**config.mk**
```make
export PLATFORM = sky130hd
export DESIGN_NAME = ahbl_decoder_mux
export DESIGN_NICKNAME = d
export VERILOG_FILES = /design/src/rtl/ahbl_pkg.sv /design/src/rtl/ahbl_default_slave.sv /design/src/rtl/ahbl_decoder_mux.sv
export SDC_FILE = /design/constraint.sdc
export NUM_CORES = 1
export LEC_CHECK = 0
export BUFFER_PORTS_ARGS = -buffer_cell sky130_fd_sc_hd__buf_2
export CAP_MARGIN = 15
export CORE_AREA = 2 2 96 98
export DETAILED_ROUTE_END_ITERATION = 16
export DIE_AREA = 0 0 98 100
export GPL_TIMING_DRIVEN = 0
export PLACE_DENSITY = 0.65
export SETUP_SLACK_MARGIN = 0.02
export SYNTH_ARGS = -nofsm -noshare
export SYNTH_HDL_FRONTEND = slang
export SYNTH_SLANG_ARGS = --single-unit
```
**constraint.sdc**
```tcl
create_clock -name HCLK -period 2.05 [get_ports HCLK]
set_clock_uncertainty 0.15 [all_clocks]
set_input_delay 0.41 -clock HCLK [delete_from_list [all_inputs] [get_ports HCLK]]
set_output_delay 0.41 -clock HCLK [all_outputs]
set_load 0.02 [all_outputs]
```
**src/rtl/ahbl_pkg.sv**
```systemverilog
// Shared AHB-Lite encodings and state types for the decoder/mux slice.
package ahbl_pkg;

  localparam logic [1:0] HTRANS_IDLE   = 2'b00;
  localparam logic [1:0] HTRANS_BUSY   = 2'b01;
  localparam logic [1:0] HTRANS_NONSEQ = 2'b10;
  localparam logic [1:0] HTRANS_SEQ    = 2'b11;

  localparam logic HRESP_OKAY  = 1'b0;
  localparam logic HRESP_ERROR = 1'b1;

  typedef enum logic [1:0] {
    DS_IDLE,
    DS_ERR1,
    DS_ERR2
  } ds_state_e;

  // What the current data phase is routed to.
  typedef enum logic [1:0] {
    SEL_NONE,
    SEL_SLAVE,
    SEL_DEF
  } sel_kind_e;

endpackage

```
**src/rtl/ahbl_default_slave.sv**
```systemverilog
// Built-in default slave: two-cycle ERROR response for unmapped transfers,
// plus capture of the faulting address and a saturating error count.
module ahbl_default_slave
  import ahbl_pkg::*;
(
  input  logic        clk,
  input  logic        rst_n,
  input  logic        load_def,
  input  logic [31:0] haddr,
  output logic        hready,
  output logic        hresp,
  output logic [31:0] err_addr,
  output logic [7:0]  err_cnt
);

  ds_state_e   state_q, state_d;
  logic [31:0] err_addr_q, err_addr_d;
  logic [7:0]  err_cnt_q, err_cnt_d;

  always_ff @(posedge clk or negedge rst_n) begin
    if (!rst_n) begin
      state_q    <= DS_IDLE;
      err_addr_q <= '0;
      err_cnt_q  <= '0;
    end else begin
      state_q    <= state_d;
      err_addr_q <= err_addr_d;
      err_cnt_q  <= err_cnt_d;
    end
  end

  always_comb begin
    state_d    = state_q;
    hready     = 1'b1;
    hresp      = HRESP_OKAY;
    err_addr_d = err_addr_q;
    err_cnt_d  = err_cnt_q;
    case (state_q)
      DS_IDLE: if (load_def) state_d = DS_ERR1;
      DS_ERR1: begin
        hready  = 1'b0;
        hresp   = HRESP_ERROR;
        state_d = DS_ERR2;
      end
      DS_ERR2: begin
        hresp   = HRESP_ERROR;
        state_d = load_def ? DS_ERR1 : DS_IDLE;
      end
      default: state_d = DS_IDLE;
    endcase
    if (load_def) begin
      err_addr_d = haddr;
      if (err_cnt_q != 8'hFF) err_cnt_d = err_cnt_q + 8'd1;
    end
  end

  assign err_addr = err_addr_q;
  assign err_cnt  = err_cnt_q;

endmodule

```
**src/rtl/ahbl_decoder_mux.sv**
```systemverilog
// AHB-Lite address decoder and response multiplexer for a single master,
// with a built-in default slave for unmapped regions.
module ahbl_decoder_mux
  import ahbl_pkg::*;
#(
  parameter int unsigned               NUM_SLAVES = 4,
  parameter int unsigned               DW         = 32,
  parameter logic [NUM_SLAVES*32-1:0]  BASE       = {NUM_SLAVES{32'h0}},
  parameter logic [NUM_SLAVES*32-1:0]  MASK       = {NUM_SLAVES{32'hF000_0000}}
) (
  input  logic                     HCLK,
  input  logic                     HRESETn,
  input  logic [31:0]              HADDR,
  input  logic [1:0]               HTRANS,
  output logic                     HREADY,
  output logic [DW-1:0]            HRDATA,
  output logic                     HRESP,
  output logic [NUM_SLAVES-1:0]    S_HSEL,
  input  logic [NUM_SLAVES*DW-1:0] S_HRDATA,
  input  logic [NUM_SLAVES-1:0]    S_HREADYOUT,
  input  logic [NUM_SLAVES-1:0]    S_HRESP,
  output logic [31:0]              ERR_ADDR,
  output logic [7:0]               ERR_CNT
);

  localparam int unsigned IW = (NUM_SLAVES > 1) ? $clog2(NUM_SLAVES) : 1;

  logic          hit;
  logic [IW-1:0] hit_idx;
  logic          active;
  logic          load_def;
  logic          def_hready, def_hresp;

  sel_kind_e     sel_kind_q, sel_kind_d;
  logic [IW-1:0] sel_idx_q, sel_idx_d;

  // Lowest matching index wins, so S_HSEL is one-hot or zero.
  always_comb begin
    hit     = 1'b0;
    hit_idx = '0;
    S_HSEL  = '0;
    for (int unsigned i = 0; i < NUM_SLAVES; i++) begin
      if (!hit && ((HADDR & MASK[32*i +: 32]) == BASE[32*i +: 32])) begin
        hit       = 1'b1;
        hit_idx   = IW'(i);
        S_HSEL[i] = 1'b1;
      end
    end
  end

  assign active   = (HTRANS == HTRANS_NONSEQ) || (HTRANS == HTRANS_SEQ);
  assign load_def = HREADY && active && !hit;

  always_comb begin
    sel_kind_d = sel_kind_q;
    sel_idx_d  = sel_idx_q;
    if (HREADY) begin
      if (!active) begin
        sel_kind_d = SEL_NONE;
      end else if (hit) begin
        sel_kind_d = SEL_SLAVE;
        sel_idx_d  = hit_idx;
      end else begin
        sel_kind_d = SEL_DEF;
      end
    end
  end

  always_ff @(posedge HCLK or negedge HRESETn) begin
    if (!HRESETn) begin
      sel_kind_q <= SEL_NONE;
      sel_idx_q  <= '0;
    end else begin
      sel_kind_q <= sel_kind_d;
      sel_idx_q  <= sel_idx_d;
    end
  end

  always_comb begin
    HREADY = 1'b1;
    HRESP  = HRESP_OKAY;
    HRDATA = '0;
    case (sel_kind_q)
      SEL_SLAVE: begin
        for (int unsigned i = 0; i < NUM_SLAVES; i++) begin
          if (sel_idx_q == IW'(i)) begin
            HREADY = S_HREADYOUT[i];
            HRESP  = S_HRESP[i];
            HRDATA = S_HRDATA[DW*i +: DW];
          end
        end
      end
      SEL_DEF: begin
        HREADY = def_hready;
        HRESP  = def_hresp;
      end
      default: ;
    endcase
  end

  ahbl_default_slave u_def (
    .clk      (HCLK),
    .rst_n    (HRESETn),
    .load_def (load_def),
    .haddr    (HADDR),
    .hready   (def_hready),
    .hresp    (def_hresp),
    .err_addr (ERR_ADDR),
    .err_cnt  (ERR_CNT)
  );

endmodule

```
==> out/metrics.yaml, run 1 <==
outcome:
  status: "complete, no violations"
power_and_ir_drop:
  power_switching_mw: 1.75
  internal_power_mw: 2.59
  comb_power_share_pct: 52.7
  clkPwrFrac_pct: 11.6
  swShare_pct: 40.2
  power_leakage_nw: 1.72
  seqPwrFrac_pct: 35.7
  ir_drop_v: 0.000610
  power_density_nw_per_um2: 1300
placement:
  dp_hpwl_um: 4250
  dp.cells: 429
  gp_congestion: 0.746
  io_buffers: 143
  place_ws_ps: 2.51
floorplan:
  core_area_um2: 8890
  die_area_um2: 9800
  io_pins: 250
  die_y_um: 100
  start_util_pct: 24.6
  rows: 35
  die_x_um: 98
drt:
  ant_nets: 0
  firstDrtPassIters: 4
  viasPerCell: 4.14
  detailroute.via_count: 1843
  wl_um: 5520
  drt-initial-drc-count: 13
  drcViolationCount: 0
  wl_per_cell_um: 12.4
yosys:
  netlist_area_um2: 2190
  yosysUniqueCellTypes: 34
  yosysSeqAreaShare_pct: 50.4
  synth_warnings: 0
  avgSynthCellArea_um2: 12.6
  ys_ff_latch: 44
  syn_inst: 173
clock_network:
  cts_tree: "yes"
  cts_root_buf: "clkbuf_8"
  clk_pin_slew_ps: 80
  insertion_delay_ps: 290
  clockBufferDepth: 2
  clock_sinks: 44
  cts_buffers: 5
  cts.htree.levels: 2
global_route:
  grtUsageTotal_pct: 11.0
  grt_max_degree: 45
  grt_pass1_wl_um: 8700
  first_global_vias: 1815
  overflow: 0
  antenna_found_initial: 0
flow_run:
  cap_violations: 0
sta:
  rsz0062_at_grt: "yes"
  min_period_ps: 2030
  fin_crit_sh_pct: 98.9
  setup_viol: 0
  tightestPinTransition_ps: 984
  maxSlewHeadroom_pct: 34.4
  final-max-slew-violation-count: 0
  setup_ws_ps: 22.6
  fmax_mhz: 493
  final_hold_viol_count: 0
worst_setup_path:
  crit_path_start_kind: "flop"
  endpoint_kind: "output port"
  critPathArrivalTime_ps: 1470
  cp.required_ps: 1490
  path_max_fanout: 10
  setup.worst_path.class: "flop to output port"
cells_and_area:
  layout-drive-gt1-share_pct: 65.6
  layoutNonFillerInstCount: 445
  finalNetCount: 514
  area_growth_pct: 53.2
  diodes: 0
worst_hold_path:
  min_path_type: "input port to asynchronous set/reset pin"
-- through the flow --
stage	TNS (ps)	hold WS, ps	total power, mW	util (%)	area (um^2)
final	0	136	4.34	37.7	3350
after global routing	-498	192	4.65	37.7	3350
after CTS	0	170	4.26	36.6	3250
after detailed placement	0	340	3.62	34.3	3050
after global placement	0	333	3.56	34.3	3050
after floorplan	0	-35.6	2.91	-	2190
-- power by group through the flow --
stage / Clock, mW / Combinational (mW) / Sequential (mW)
CTS: 0.532 / 2.18 / 1.54
global route: 0.567 / 2.47 / 1.62
global placement: 0 / 2.03 / 1.53
floorplan: 0 / 0.873 / 2.04
finish: 0.505 / 2.29 / 1.55
detailed placement: 0 / 2.06 / 1.56
-- critical path, cell delays in order (launching register included) --
cell and delay, ps:
dfrtp_1 380, buf_4 140, ha_4 190, clkbuf_8 160
and2_1 150, buf_4 160
-- synthesized netlist by cell type, drive strengths merged --
cell type | count | area [um^2]
clkbuf | 3 | 11.3
nand4 | 2 | 12.5
a21oi | 4 | 35.0
conb | 1 | 3.75
o21bai | 1 | 7.51
o211ai | 1 | 7.51
o21a | 1 | 7.51
nand2 | 1 | 3.75
inv | 6 | 22.5
nor4 | 1 | 6.26
nor2 | 2 | 7.51
nor2b | 2 | 20.0
nor3b | 2 | 25.0
dfrtp | 44 | 1100
a211oi | 1 | 7.51
a22oi | 1 | 7.51
and3b | 1 | 10.0
mux2 | 33 | 375
nand3 | 4 | 20.0
xor2 | 4 | 35.0
nand2b | 1 | 6.26
o41ai | 1 | 27.5
ha | 8 | 100
buf | 8 | 75.1
and3 | 1 | 6.26
and2 | 33 | 206
a31oi | 2 | 12.5
o21ai | 2 | 10.0
o31ai | 2 | 15.0
-- cells in the final DEF, fill, tap and decap left out, drive strengths merged, types with 3 or more instances in the layout --
cell type,instances
dfrtp,44
mux2,33
buf,160
nand3,4
inv,6
and2,33
ha,8
a21oi,4
clkbuf,9
conb,3
xor2,4
-- path summary, 6_finish.rpt --
check / from / endpoint / depth (start not counted) / slack, ps
setup / recovery: sel_kind_q[0] / HRDATA[29] / 5 / 20
hold / removal: HRESETn / u_def.err_addr[8] / 1 / 140
setup reg to reg: sel_kind_q[1] / u_def.err_addr[17] / 8 / 70
hold reg to reg: u_def.err_addr[23] / u_def.err_addr[23] / 1 / 350
max in group asynchronous: HRESETn / u_def.state_q[0] / 1 / 950
min in group HCLK: HADDR[3] / u_def.err_addr[3] / 2 / 200
-- sequential cells by signal (all words and copies together) (netlist names) --
register,cells
u_def.err_addr,32
sel_kind_q,2
u_def.err_cnt,8
u_def.state_q,2
-- per-layer routing --
layer	global-route usage, %	wire length, um
met2	18.2	2660
met1	14.1	2330
met5	0	0
met3	3.48	512
met4	2.78	17
-- cells by family after synthesis --
family                     count (synthesis)  share of synthesized area [%]
other                                      1                          0.172
and+or+nand+nor                           50                           14.8
buffers and inverters                     17                           4.98
DFF                                       44                           50.4
adders and majority gates                  8                           4.58
AOI/OAI and AO/OA                         16                           6.30
xor gates and xnor gates                   4                           1.60
muxes                                     33                           17.2
-- area by class of cell --
type	count	area (um^2)
multi-input cells	114	1030
inverters	6	22.5
fillers	909	5540
flip-flops and latches	44	1100
clock buffers	6	72.6
clock inverters	1	5.00
repair buffers	152	832
well taps	111	139
plain buffers	11	141
-- what timing repair did --
| action | 4_1_cts | 5_1_grt |
|---|---|---|
| hold buffers | 0 | 0 |
| buffers inserted | 5 | 3 |
| pin swaps | 2 | 1 |
| hold endpoints to repair | 0 | 0 |
| resized for setup | 21 | 22 |
| endpoints found under the setup margin | 66 | 64 |
| cloned | 1 | 0 |
(Power assumes the default switching activity.)
==> inputs of run 2 (changes only) <==
--- a/config.mk
+++ b/config.mk
@@ -11,6 +11,7 @@
 export DETAILED_ROUTE_END_ITERATION = 16
 export DIE_AREA = 0 0 98 100
 export GPL_TIMING_DRIVEN = 0
+export MAX_ROUTING_LAYER = met4
 export PLACE_DENSITY = 0.65
 export SETUP_SLACK_MARGIN = 0.02
 export SYNTH_ARGS = -nofsm -noshare
==> run 2 against run 1 <==
Via count increased by 0.54%; sequential share of layout area rose by 0.062 points; core utilization decreased by 0.070 points; worst hold slack worse by 3.0 ps; count of clock-buffer cells in the layout unchanged; critical path depth did not move; die area unchanged; non-clock buffer count stayed put; register-to-register slack barely moved; global-route usage increased by 0.36 points.
==> out/metrics.yaml, run 2 (synthesis results as in run 1) <==
power_and_ir_drop:
  ir_drop_v: 0.000610  # about the same
  power_density_nw_per_um2: 1290  # -0.17%
  power_leakage_nw: 1.71  # -0.15%
  p_total_mw: 4.32  # -0.36%
floorplan:
  start_util_pct: 24.6  # unchanged
  rows: 35  # unchanged
  io_pins: 250  # unchanged
  die_area_um2: 9800  # unchanged
  core_area_um2: 8890  # unchanged
  die_x_um: 98  # unchanged
  die_y_um: 100  # unchanged
sta:
  setup_viol: 0  # unchanged
  final_hold_viol_count: 0  # unchanged
  final-max-slew-violation-count: 0  # unchanged
  setup_ws_ps: 17.4  # -5.15 ps
  maxSlewHeadroom_pct: 34.5  # +0.073 points
  holdWs_ps: 133  # -2.97 ps
  tightestPinTransition_ps: 983  # -1.10 ps
  fin_crit_sh_pct: 99.1  # +0.25 points
  min_period_ps: 2030  # +5.15 ps
  rsz0062_at_grt: "yes"
  fmax_mhz: 492  # -0.25%
cells_and_area:
  final_cell_area_um2: 3340  # -0.19%
  layout_commonest_cell: "buf_2"
  diodes: 0  # unchanged
  finalNetCount: 514  # unchanged
  largest_register_ffs: 32  # unchanged
  area_growth_pct: 52.9
  final_cell_mix: "buf_2 (134), dfrtp_1 (43), and2_1 (32), mux2_2 (32), buf_4 (18)"
  final_util_pct: 37.6  # -0.070 points
  layout-drive-gt1-share_pct: 65.6  # unchanged
global_route:
  grt_pass1_wl_um: 8730  # +0.32%
  grt_max_degree: 45  # unchanged
  antenna_found_initial: 0  # unchanged
  overflow: 0  # unchanged
  grtUsageTotal_pct: 11.4  # +0.36 points
  first_global_vias: 1812  # -0.17%
placement:
  dpl_cell_area_um2: 3050  # unchanged
  place_ws_ps: 2.51  # unchanged
  dp_hpwl_um: 4250  # unchanged
  gp_congestion: 0.756  # +1.3%
  io_buffers: 143  # unchanged
worst_hold_path:
  min_path_type: "input port to asynchronous set/reset pin"
outcome:
  status: "complete, no violations"
worst_setup_path:
  path_cells: "buf_4, ha_4, clkbuf_8, and2_1, buf_4"
  critical_path.top_delay_family: "buffers and inverters"
  endpoint_kind: "output port"
  r2r_slack_ps: 70  # about the same
  critPathSlowestCell: "dfrtp_1"
  cp.depth: 5  # unchanged
  slowest_delay_ps: 380  # about the same
  rr_worst_depth: 8  # unchanged
  timing.rr.end: "u_def.err_addr[17]"
  r2r-start: "sel_kind_q[1]"
  critPathBufInv: 3  # unchanged
  critPathArrivalTime_ps: 1470  # about the same
  path_max_fanout: 10  # unchanged
  crit_top_cell: "buf_4"
  cp.required_ps: 1490  # about the same
  crit_path_start_kind: "flop"
  setup.worst_path.class: "flop to output port"
clock_network:
  cts_buffers: 5  # unchanged
  cts_tree: "yes"
  clock_sinks: 44  # unchanged
  clk_pin_slew_ps: 80  # about the same
  cts_root_buf: "clkbuf_8"
  holdBufCountCts: 0  # unchanged
  cts.htree.levels: 2  # unchanged
  clockBufferDepth: 2  # unchanged
  insertion_delay_ps: 290  # about the same
drt:
  wl_um: 5530  # +0.16%
  detailroute.via_count: 1853  # +0.54%
  drt-initial-drc-count: 23  # +10
  drcViolationCount: 0  # unchanged
  wl_per_cell_um: 12.4  # +0.16%
  viasPerCell: 4.16  # +0.54%
  firstDrtPassIters: 4  # unchanged
  ant_nets: 0  # unchanged
flow_run:
  cap_violations: 0  # unchanged
run 2: cell counts in the layout (fill, tap and decap cells not counted):
Identical to the previous run, type by type.
run 2: timing repair:
item | in CTS | in global routing
buffers inserted | 5 | 3
cloned | 1 | 0
resized for setup | 21 | 20
setup endpoints to repair | 66 | 64
pin swaps | 2 | 1
run 2: routing by layer:
layer	vias up	share of wire [%]	GRT usage, %
li1	906	-	-
met5	-	0	-
met1	855	44	14.8
met2	90	48	18.2
met3	2	7.9	2.65
met4	0	0.25	2.56
run 2: worst max-delay path by stage:
stage	startpoint	to	slack [ps]
detailed placement	sel_kind_q[1]	u_def.err_addr[17]	3
global route	sel_kind_q[0]	HRDATA[29]	-40
CTS	sel_kind_q[0]	u_def.err_addr[16]	20
finish	sel_kind_q[0]	HRDATA[29]	20
global placement	sel_kind_q[1]	u_def.err_cnt[1]	30
floorplan	u_def.state_q[1]	u_def.err_cnt[1]	270
run 2: worst reg2reg max path: stages (launching register included):
cell,delay (ps)
dfrtp_1,420
inv_2,90
ha_4,200
a21oi_4,70
buf_4,150
a21oi_4,160
buf_12,150
buf_12,130
mux2_2,340
run 2: cell type report:
| type | count | area (um^2) |
|---|---|---|
| buffer | 11 | 138 |
| clock inverter | 1 | 5.00 |
| multi-input combinational | 114 | 1030 |
| clock buffer | 6 | 72.6 |
| timing repair buffer | 152 | 830 |
| sequential | 44 | 1100 |
| tap | 111 | 139 |
| fill | 910 | 5550 |
| inverter | 6 | 22.5 |
run 2: where the power goes:
group / internal, mW / switching [mW] / total (mW)
Clock: 0.232 / 0.272 / 0.504
Combinational: 1.06 / 1.21 / 2.27
Sequential: 1.29 / 0.256 / 1.55
Total: 2.58 / 1.74 / 4.32
run 2: per-stage QoR:
stage | setup TNS [ps] | std cells
floorplan | 0 | 175
global placement | 0 | 429
detailed placement | 0 | 429
CTS | 0 | 442
global route | -550 | 445
finish | 0 | 445
